[src/rtl/addsub_pkg.sv]
// Shared definitions for the addsub_seq multi-cycle add/subtract sequencer.
// Contents: sequencer state encoding, slice width, and a helper that sizes
// the slice index register from the slice count.
package addsub_pkg;

    typedef enum logic [1:0] {
        ST_IDLE,
        ST_RUN,
        ST_DONE
    } state_e;

    localparam int SLICE_W = 4;

    function automatic int idx_width(input int nslice);
        return (nslice > 1) ? $clog2(nslice) : 1;
    endfunction

endpackage

[src/rtl/addsub_seq_fa4.sv]
// FA_4: 4-bit ripple adder used as the per-slice adder of addsub_seq.
// Ports:
//   i_a, i_b  4-bit addends
//   i_c       carry in
//   o_sum     4-bit sum
//   o_carry   carry out
module FA_4 (
    input  logic [3:0] i_a,
    input  logic [3:0] i_b,
    input  logic       i_c,
    output logic [3:0] o_sum,
    output logic       o_carry
);

    logic [4:0] carry_chain;

    always_comb begin
        carry_chain[0] = i_c;
        for (int i = 0; i < 4; i++) begin
            o_sum[i]           = i_a[i] ^ i_b[i] ^ carry_chain[i];
            carry_chain[i + 1] = (i_a[i] & i_b[i]) | (carry_chain[i] & (i_a[i] ^ i_b[i]));
        end
        o_carry = carry_chain[4];
    end

endmodule

[src/rtl/addsub_seq.sv]
// addsub_seq: WIDTH-bit add/subtract performed one 4-bit slice per clock
// through a single FA_4, LSB slice first, with the inter-slice carry held
// in a register.
//
// Ports:
//   i_clk, i_reset   clock, synchronous active-high reset
//   i_start          request, only looked at in IDLE
//   i_sub            0 = a+b, 1 = a-b
//   i_a, i_b         operands, latched on an accepted start
//   i_c              carry/borrow in (only with ADDSUB_SEQ_CARRY_IN_EN)
//   o_busy           high while slices are being processed
//   o_done           one-cycle pulse, result and flags valid
//   o_result         sum/difference, held until the next accepted start
//   o_carry          carry out of the top slice (subtract: 1 = no borrow)
//   o_overflow       two's-complement overflow
//
// Build option: define ADDSUB_SEQ_CARRY_IN_EN to add the i_c port for
// chaining multi-word operations.
//
// state   | meaning
// --------+-----------------------------------------------------------
// ST_IDLE | waiting for i_start; result and flags held
// ST_RUN  | one slice through FA_4 per cycle, LSB first
// ST_DONE | o_done pulse; returns to IDLE on the next edge
module addsub_seq
    import addsub_pkg::*;
#(
    parameter int WIDTH = 16
) (
    input  logic             i_clk,
    input  logic             i_reset,
    input  logic             i_start,
    input  logic             i_sub,
    input  logic [WIDTH-1:0] i_a,
    input  logic [WIDTH-1:0] i_b,
`ifdef ADDSUB_SEQ_CARRY_IN_EN
    input  logic             i_c,
`endif
    output logic             o_busy,
    output logic             o_done,
    output logic [WIDTH-1:0] o_result,
    output logic             o_carry,
    output logic             o_overflow
);

    localparam int NSLICE = WIDTH / SLICE_W;
    localparam int IDX_W  = idx_width(NSLICE);
    localparam logic [IDX_W-1:0] LAST_IDX = IDX_W'(NSLICE - 1);

    state_e             state_q, state_d;
    logic [IDX_W-1:0]   idx_q, idx_d;
    logic [WIDTH-1:0]   a_q, a_d;
    logic [WIDTH-1:0]   b_q, b_d;
    logic               cy_q, cy_d;
    logic [WIDTH-1:0]   result_q, result_d;
    logic               carry_q, carry_d;
    logic               ovf_q, ovf_d;

    logic [SLICE_W-1:0] fa_a, fa_b, fa_sum;
    logic               fa_carry;
    logic               cin;

`ifdef ADDSUB_SEQ_CARRY_IN_EN
    // For subtract i_c is a borrow-in, so it enters inverted.
    assign cin = i_sub ? ~i_c : i_c;
`else
    assign cin = i_sub;
`endif

    assign fa_a = a_q[int'(idx_q) * SLICE_W +: SLICE_W];
    assign fa_b = b_q[int'(idx_q) * SLICE_W +: SLICE_W];

    FA_4 u_fa (
        .i_a    (fa_a),
        .i_b    (fa_b),
        .i_c    (cy_q),
        .o_sum  (fa_sum),
        .o_carry(fa_carry)
    );

    always_comb begin
        state_d  = state_q;
        idx_d    = idx_q;
        a_d      = a_q;
        b_d      = b_q;
        cy_d     = cy_q;
        result_d = result_q;
        carry_d  = carry_q;
        ovf_d    = ovf_q;

        case (state_q)
            ST_IDLE: begin
                if (i_start) begin
                    a_d     = i_a;
                    b_d     = i_sub ? ~i_b : i_b;
                    cy_d    = cin;
                    idx_d   = '0;
                    state_d = ST_RUN;
                end
            end
            ST_RUN: begin
                result_d[int'(idx_q) * SLICE_W +: SLICE_W] = fa_sum;
                cy_d  = fa_carry;
                idx_d = idx_q + IDX_W'(1);
                if (idx_q == LAST_IDX) begin
                    // fa_sum[3] is the result MSB on the final slice.
                    carry_d = fa_carry;
                    ovf_d   = (a_q[WIDTH-1] == b_q[WIDTH-1]) && (fa_sum[SLICE_W-1] != a_q[WIDTH-1]);
                    idx_d   = '0;
                    state_d = ST_DONE;
                end
            end
            ST_DONE: begin
                state_d = ST_IDLE;
            end
            default: begin
                state_d = ST_IDLE;
            end
        endcase
    end

    always_ff @(posedge i_clk) begin
        if (i_reset) begin
            state_q  <= ST_IDLE;
            idx_q    <= '0;
            a_q      <= '0;
            b_q      <= '0;
            cy_q     <= 1'b0;
            result_q <= '0;
            carry_q  <= 1'b0;
            ovf_q    <= 1'b0;
        end else begin
            state_q  <= state_d;
            idx_q    <= idx_d;
            a_q      <= a_d;
            b_q      <= b_d;
            cy_q     <= cy_d;
            result_q <= result_d;
            carry_q  <= carry_d;
            ovf_q    <= ovf_d;
        end
    end

    assign o_busy     = (state_q == ST_RUN);
    assign o_done     = (state_q == ST_DONE);
    assign o_result   = result_q;
    assign o_carry    = carry_q;
    assign o_overflow = ovf_q;

endmodule

[config.mk]
export PLATFORM = sky130hd
export DESIGN_NAME = addsub_seq
export DESIGN_NICKNAME = d
export VERILOG_FILES = /design/src/rtl/addsub_pkg.sv /design/src/rtl/addsub_seq_fa4.sv /design/src/rtl/addsub_seq.sv
export SDC_FILE = /design/constraint.sdc
export NUM_CORES = 1
export LEC_CHECK = 0
export ABC_AREA = 1
export CAP_MARGIN = 20
export CORE_MARGIN = 2
export CORE_UTILIZATION = 24
export DETAILED_ROUTE_END_ITERATION = 8
export PLACE_DENSITY_LB_ADDON = 0.25
export SETUP_SLACK_MARGIN = 0.05
export SYNTH_ARGS = -nofsm -noshare
export SYNTH_HDL_FRONTEND = slang
export SYNTH_SLANG_ARGS = --single-unit
[constraint.sdc]
create_clock -name i_clk -period 5 [get_ports i_clk]
set_input_delay 1 -clock i_clk [delete_from_list [all_inputs] [get_ports i_clk]]
set_output_delay 1 -clock i_clk [all_outputs]
set_load 0.005 [all_outputs]
==> impl_metrics.tcl <==
set metrics [dict create \
    status "finished clean" \
    skew_ps 6.57 \
    setup-violations-final 0 \
    grt_usage_pct 11.7 \
    vias_per_cell 4.26 \
    syn_area_sq_um 2690 \
    syn_inst 387 \
    critPathTopFamily "adder cells" \
    critPathMaxStageDelay_ps 730 \
    drtAntennaViolNets 0 \
    finalCritPeriodShare_pct 78.9 \
    root_buffer "clkbuf_8" \
    ys_ff_latch 55 \
    critical_path_class "flop to flop" \
    drive_above_1_share_pct 2.78 \
    clk_path_buf_depth 2 \
    cp_cell_sequence "inv_1 > o21ai_0 > o22ai_1 > fa_1 > fa_1 > fa_1 > fa_1 > nand2_1 > nor2_1 > nand2_1 > nand2_1 > inv_1 > nor2_1" \
    slew_headroom_pct 39.7 \
    worstSetupStartpointType "flop" \
    cts_hold_buf 0 \
    seq_power_share_pct 51.5 \
    power.switching_mw 0.284 \
    path_max_fanout 26 \
    layout_setup_ws_ps 1050 \
    dp_hpwl_microns 5120 \
    post-route-drc-count 0 \
    swShare_pct 29.7 \
    ir_drop_mv 0.107 \
    finalPower_mw 0.955 \
    tightest_slew_ps 902 \
    slew_viol_final 0 \
    fin_tns_setup_ps 0 \
    rsz0062_at_grt "no" \
    power.leakage_nw 1.42 \
    syn_to_final_growth_pct 27.0 \
    fmax_mhz 253 \
    syn-num-nets 433 \
    htree_levels 2 \
    antenna_found_initial 0 \
    power_density_nw_per_um2 279 \
    yosys_warnings 0 \
    fin_crit_ps 3950 \
    diodes 0 \
    firstDrtPassIters 4 \
    end_kind "flop" \
    crit_buf_inv 2 \
    rows 38 \
    multi_input_area_sq_um 1390 \
    p_clk_share_pct 24.7 \
    die_w_microns 110 \
    required_ps 5250 \
    cts_resized 0 \
    post-cts-setup-buffers 0 \
    grt_overflow_total 0 \
    worstPathArrival_ps 4200 \
    gp_congestion 0.764 \
    numCtsBuffers 5 \
    die_area_sq_um 12100 \
    clock_sinks 55 \
    post-place-ws_ps 1090 \
    clk_pin_slew_worst_paths_ps 90 \
    synth_cell_types 21 \
    vias 2435 \
    n_fill_cell 1208 \
    cap_violations 0 \
    power_frac_comb_pct 23.7 \
    drt_iter0_markers 71 \
    hold_class "flop to flop" \
    io_buffers 55 \
    grt_max_degree 49 \
    routed_wl_microns 6650 \
    fp.dieH_microns 110 \
    crit_top_cell "fa_1" \
    whs_ps 470 \
    core_area_sq_um 10900 \
    intPower_mw 0.671 \
    nNetsFinal 477 \
    seq_area_sq_um 1100 \
    tritoncts "done" \
    routedWlPerCell_microns 11.6 \
    cpMaxStageDelayCell "dfxtp_1" \
    grt_first_pass_wirelength_microns 11100 \
    avgSynthCellArea_sq_um 6.96 \
    grt_pass1_vias 2388 \
    hold_viol 0 \
    clk_latency_ps 310 \
    io_pins 56 \
    floorplan.initialDensity_pct 24.7 \
    yosysSeqAreaShare_pct 40.9 \
]
## kinds of logic after synthesis
logic type	Yosys count	synth area share [%]
buf+inv	45	7.57
xor+xnor	16	5.20
flops	55	40.9
simple gates	197	28.3
fa+ha+maj	10	5.76
compound gates	64	12.3
## worst register-to-register path: stages, from the launching register on
cell,delay [ps]
dfxtp_1,730
inv_1,510
o21ai_0,290
o22ai_1,120
fa_1,420
fa_1,390
fa_1,410
fa_1,560
nand2_1,90
nor2_1,130
nand2_1,70
nand2_1,60
inv_1,40
nor2_1,70
## per-layer routing
metal,vias up,part of all wire (%),routed length [microns],track usage (%)
met4,0,0.51,34,2.26
li1,1292,-,-,-
met5,-,0,0,0
met1,1085,47,3110,14.7
met3,4,5.1,342,2.43
met2,54,48,3160,20.8
## state kept, by name, indices dropped and copies added (netlist names)
register    count
idx_q           2
o_result       16
b_q            16
a_q            16
cy_q            1
o_carry         1
o_overflow      1
state_q         2
## synthesized netlist by cell type (all sizes together)
cell / number / area (sq um)
nand3: 6 / 42.5
clkbuf: 7 / 27.5
nor2: 114 / 430
o21ai: 46 / 230
xnor2: 16 / 140
inv: 26 / 97.6
o22ai: 8 / 50.1
buf: 12 / 78.8
nor3: 1 / 5.00
ha: 6 / 75.1
a21oi: 10 / 50.1
nand2: 76 / 285
fa: 4 / 80.1
dfxtp: 55 / 1100
## path summary, 6_finish.rpt
kind                                    from           end  slack (ps)  depth (start not counted)
worst max register to register      idx_q[0]   o_result[7]        1050                         13
worst min register to register  o_result[14]  o_result[14]         470                          2
worst max-delay path                idx_q[0]   o_result[7]        1050                         13
worst min-delay path            o_result[14]  o_result[14]         470                          2
## placed cells by master, fill, tap and decap left out
| cell type | Yosys | layout |
|---|---|---|
| nor2_1 | 113 | 113 |
| o22ai_1 | 8 | 8 |
| inv_2 | 3 | 3 |
| clkbuf_8 | 0 | 5 |
| inv_1 | 23 | 23 |
| a21oi_1 | 10 | 10 |
| nor3_1 | 1 | 1 |
| nand2_1 | 76 | 76 |
| nor2_2 | 1 | 1 |
| ha_1 | 6 | 6 |
| nand3_1 | 5 | 5 |
| xnor2_1 | 16 | 16 |
| clkinv_2 | 0 | 1 |
| clkdlybuf4s50_1 | 0 | 55 |
| dfxtp_1 | 55 | 55 |
| buf_16 | 0 | 1 |
| clkbuf_1 | 6 | 2 |
| nand3_4 | 1 | 1 |
| fa_1 | 4 | 4 |
| o21ai_0 | 46 | 46 |
## power by group through the flow
stage / registers, mW / logic (mW) / clock network (mW)
2_1_floorplan: 0.492 / 0.157 / 0
3_3_place_gp: 0.503 / 0.222 / 0
3_5_place_dp: 0.503 / 0.229 / 0
4_1_cts: 0.493 / 0.229 / 0.245
5_1_grt: 0.497 / 0.259 / 0.264
6_report: 0.492 / 0.227 / 0.236
## final cells by class
class / instances / area share [%]
flip-flops and latches: 55 / 32.2
repair buffers: 56 / 16.9
well taps: 140 / 5.12
clock buffers: 7 / 2.23
multi-input cells: 287 / 40.6
clock inverters: 1 / 0.146
inverters: 26 / 2.85
## per-stage QoR
| stage | cells | utilization (%) | area, sq um |
|---|---|---|---|
| 6_report | 572 | 31.4 | 3420 |
| 5_1_grt | 572 | 31.4 | 3420 |
| 4_1_cts | 572 | 31.4 | 3420 |
| 3_5_place_dp | 564 | 30.7 | 3340 |
| 3_3_place_gp | 563 | 30.4 | 3310 |
| 2_1_floorplan | 387 | - | 2690 |
No activity file was read; power rests on OpenSTA's default activity.
